`src/rtl/nr4sdp_recode_core.sv`:
```
// nr4sdp_recode_core
// Registered NR4SD+ recoder for a 16-bit two's-complement multiplier.
// Digits 0..6 are NR4SD+ digits in {-1,0,+1,+2}; digit 7 is a Modified-Booth
// digit in {-2..+2}. Outputs carry the per-digit partial-product selects and
// the 32-bit correction constant consumed by the adder tree.
module nr4sdp_recode_core (
    input  logic        clk,
    input  logic        rst,
    input  logic        in_valid,
    input  logic [15:0] a,
    output logic        out_valid,
    output logic [6:0]  nm,
    output logic [6:0]  np,
    output logic [6:0]  one_p,
    output logic [6:0]  one_m,
    output logic [6:0]  two_p,
    output logic        sign,
    output logic        one,
    output logic        two,
    output logic [31:0] cor
);

    logic [6:0]  nm_c;
    logic [6:0]  np_c;
    logic [6:0]  one_p_c;
    logic [6:0]  one_m_c;
    logic [6:0]  two_p_c;
    logic        sign_c;
    logic        one_c;
    logic        two_c;
    logic [31:0] cor_c;
    logic        carry;

    // Carry chain of alternating HA*/HA cells, top MB digit and COR assembly
    always_comb begin
        nm_c    = '0;
        np_c    = '0;
        one_p_c = '0;
        one_m_c = '0;
        two_p_c = '0;
        sign_c  = 1'b0;
        one_c   = 1'b0;
        two_c   = 1'b0;
        cor_c   = 32'hAAAB_0000;
        carry   = 1'b0;
        // A single running carry keeps the chain inside one process
        for (int unsigned j = 0; j < 7; j++) begin
            nm_c[j] = a[2*j] ^ carry;
            carry   = a[2*j] | carry;
            np_c[j] = a[2*j+1] ^ carry;
            carry   = a[2*j+1] & carry;
        end
        // carry now holds c14
        one_c   = a[14] ^ carry;
        two_c   = (a[15] & ~a[14] & ~carry) | (~a[15] & a[14] & carry);
        sign_c  = a[15] & ~(a[14] & carry);
        one_p_c = nm_c & np_c;
        one_m_c = nm_c & ~np_c;
        two_p_c = np_c & ~nm_c;
        // Negation +1 bits sit at distinct even positions below bit 16
        for (int unsigned j = 0; j < 7; j++) begin
            cor_c[2*j] = one_m_c[j];
        end
        cor_c[14] = sign_c;
    end

    // Output register: reset clears everything, invalid cycles hold data
    always_ff @(posedge clk) begin
        if (rst) begin
            out_valid <= 1'b0;
            nm        <= '0;
            np        <= '0;
            one_p     <= '0;
            one_m     <= '0;
            two_p     <= '0;
            sign      <= 1'b0;
            one       <= 1'b0;
            two       <= 1'b0;
            cor       <= '0;
        end else begin
            out_valid <= in_valid;
            if (in_valid) begin
                nm    <= nm_c;
                np    <= np_c;
                one_p <= one_p_c;
                one_m <= one_m_c;
                two_p <= two_p_c;
                sign  <= sign_c;
                one   <= one_c;
                two   <= two_c;
                cor   <= cor_c;
            end
        end
    end

endmodule

```
`config.mk`:
```
export PLATFORM = sky130hd
export DESIGN_NAME = nr4sdp_recode_core
export DESIGN_NICKNAME = d
export VERILOG_FILES = /design/src/rtl/nr4sdp_recode_core.sv
export SDC_FILE = /design/constraint.sdc
export NUM_CORES = 1
export LEC_CHECK = 0
export ABC_AREA = 1
export CAP_MARGIN = 20
export CORE_MARGIN = 10
export CORE_UTILIZATION = 55
export CTS_CLUSTER_DIAMETER = 200
export DETAILED_ROUTE_END_ITERATION = 12
export DONT_BUFFER_PORTS = 1
export PLACE_DENSITY = 0.7
export SYNTH_ARGS = -nofsm -noshare
export SYNTH_HDL_FRONTEND = slang
export SYNTH_SLANG_ARGS = --single-unit
```
`constraint.sdc`:
```
create_clock -name clk -period 4.75 [get_ports clk]
set_input_delay 0.95 -clock clk [delete_from_list [all_inputs] [get_ports clk]]
set_output_delay 0.95 -clock clk [all_outputs]
set_load 0.05 [all_outputs]
```
==> metrics.md <==
| Metric | Value |
|---|---|
| Status | completed |
| Least-Margin Pin Slew | 1010 ps |
| I/O pin count | 90 |
| Fin crit share | 0.780 |
| Die area | 6260 µm² |
| Worst min-delay path class | input pin to flop |
| Crit path kind | input pin to flop |
| CP arrival | 3960 ps |
| Initial antenna violation count | 0 |
| Final worst slack | 1050 ps |
| Post_cts resized | 0 |
| Clk_skew | 0 ps |
| Yosys warns | 0 |
| Endpoints failing setup | 0 |
| RSZ-0062 raised after global routing | no |
| Pwr Total | 0.000798 W |
| Share of layout cells above drive strength 1 | 0.0491 |
| Synth Flop Type | dfxtp_1 |
| Total global routing overflow | 0 |
| RD Place Congestion | 0.765 |
| Compound-Gate Fraction of Synth Area | 0.120 |
| Starting DRT DRC Count | between 60 and 70 |
| Placed inst area | 1760 µm² |
| CTS Sinks | 40 |
| Post-Synth Simple-Gate Area | 0.158 |
| Post-layout util | 0.546 |
| Sequential element share of the synthesized area | 0.417 |
| First-pass GRT wire length | 6130 µm |
| Crit end category | flop |
| Fin crit period | 3700 ps |
| Post-synthesis mux area share | 0 |
| Hold-fix buffers, CTS | 0 |
| Largest family of logic cells by synthesized area | buffers and inverters |
| Worst-Skew Late Latency | 350 ps |
| Largest fanout on the critical path | 3 |
| Width of the die | slightly below 80 µm |
| Max VDD drop | 0.000338 V |
| CTS tree | done |
| Post-Synth Adder-Cell Area | 0.104 |
| Leakage power | 0.839 nW |
| GR Util All Layers | 0.124 |
| WL per Instance | 14.3 µm |
| Worst setup SP type | input pin |
| Setup TNS | 0 ps |
| Setup WS pre-CTS | 639 ps |
| Initial Util | 0.571 |
| Post-route DRC | 0 |
| Nets | 258 |
| DRT Pass-1 Iters | 4 |
| Cells after synthesis | 242 |
| Clock buffer depth | 2 |
| Final Hold Fails | 0 |
| Fmax achieved | roughly 0.27 GHz |
| Layout area overhead | -4.36% |
| Netlist cell types | 14 |
| Total CTS buffers | 5 |
| EDFF count, synth | 0 |
| Post-Synthesis Cell Area | 1920 µm² |
| FFs w/ async S/R, synth | 0 |
| Vias in the first global route | 1237 |
| Avg Cell Area, Syn | 7.94 µm² |
| Worst Path Required | roughly 5000 ps |
| Pwr/cell area | roughly 430 nW/µm² |
| # Max-Cap Violations | 0 |
| # port buffers | 0 |
| Total Wirelength | 3860 µm |
| Via density | 4.93 |
| Core ar. | 3360 µm² |
| ANT nets after route | 0 |
| HPWL Detailed | around 2900 µm |
| Slew HR | 0.324 |
| Worst-path clk slew | 130 ps |
| Pins over their slew limit | 0 |
| H-Tree Depth | 2 |
| # rows | 21 |
| Register bit total from synthesis | 40 |
| Pin count of the biggest net entering global routing | 36 |
| DR vias | 1330 |
| Number of diodes | 0 |
| Die height | a little under 80 µm |
| Clock Tree Root | clkbuf_4 |
| Number of setup buffers added after CTS | 0 |
| Final Cell Area | 1840 µm² |
| Post-Synth XOR/XNOR Area | 0 |
layout make-up:
type	instances	area, µm²
tap	46	57.6
timing repair buffer	1	7.51
clock buffer	5	37.5
sequential	40	805
fill	351	1530
clock inverter	3	41.3
inverter	26	97.6
multi-input combinational	149	791
metal layers:
| layer | routed length [µm] | GRT usage | vias to the layer above | share of wire |
|---|---|---|---|---|
| met1 | 1450 | 0.126 | 592 | 0.37 |
| met3 | 515 | 0.0867 | 7 | 0.13 |
| met4 | 65 | 0.0645 | 0 | 0.017 |
| met5 | 0 | 0 | - | 0 |
| met2 | 1840 | 0.189 | 56 | 0.47 |
| li1 | - | - | 675 | - |
path summary, 6_finish.rpt:
path,from,to,slack [ps],cells after the start
setup / recovery,a[0],one,1050,28
hold / removal,rst,nm[6],660,1
setup reg to reg,one_m[2],one_m[2],3330,3
hold reg to reg,np[4],np[4],720,2
cell families after synthesis:
logic type / after synthesis
compound gates: 40
buf+inv: 67
other cells: 1
flops: 40
fa+ha+maj: 16
simple gates: 78
worst max-delay path: stages:
cell,delay [ps]
ha_1,180
inv_1,80
ha_1,140
inv_1,40
ha_1,160
inv_1,60
ha_1,150
inv_1,40
ha_1,160
inv_1,50
ha_1,130
inv_1,40
ha_1,160
inv_1,50
ha_1,120
inv_1,40
ha_1,160
inv_1,50
ha_1,120
inv_1,40
ha_1,170
inv_1,50
ha_1,130
inv_1,40
ha_1,190
ha_1,270
nor2_1,110
nor2_1,60
cells in the final DEF, fill, tap and decap left out:
cell type and count:
nand2_1 43, dfxtp_1 39, nor2_1 26, inv_1 25, a21oi_1 21, ha_1 16, conb_1 15, o21a_1 12
nand3_1 9, o21ai_0 7, clkbuf_4 5, inv_2 1, bufinv_16 1, inv_4 1, clkinv_2 1, dfxtp_4 1
buf_4 1
flip-flops by register name (all words and copies together), names as in the netlist:
register	cells
out_valid	1
np	7
one_m	6
nm	7
one	1
one_p	7
cor	3
two_p	7
two	1
cells in the mapped netlist, types with 3 or more instances:
library cell | count | area, µm²
a21oi_1 | 21 | 105
buf_2 | 5 | 25.0
buf_4 | 33 | 248
clkbuf_1 | 3 | 11.3
dfxtp_1 | 40 | 801
ha_1 | 16 | 200
inv_1 | 25 | 93.8
nand2_1 | 43 | 161
nand3_1 | 9 | 45.0
nor2_1 | 26 | 97.6
o21a_1 | 12 | 90.1
o21ai_0 | 7 | 35.0
power by group:
group          total, W  internal, W  switching, W
registers      0.000475     0.000357      0.000117
clock network  0.000220     0.000110      0.000109
logic          0.000104    0.0000311     0.0000726
per-stage QoR:
stage	hold WS, ps	std cells
floorplan	681	256
global placement	707	262
detailed placement	712	262
CTS	638	270
global route	616	270
finish	656	270
No activity file was read; power rests on OpenSTA's default activity.
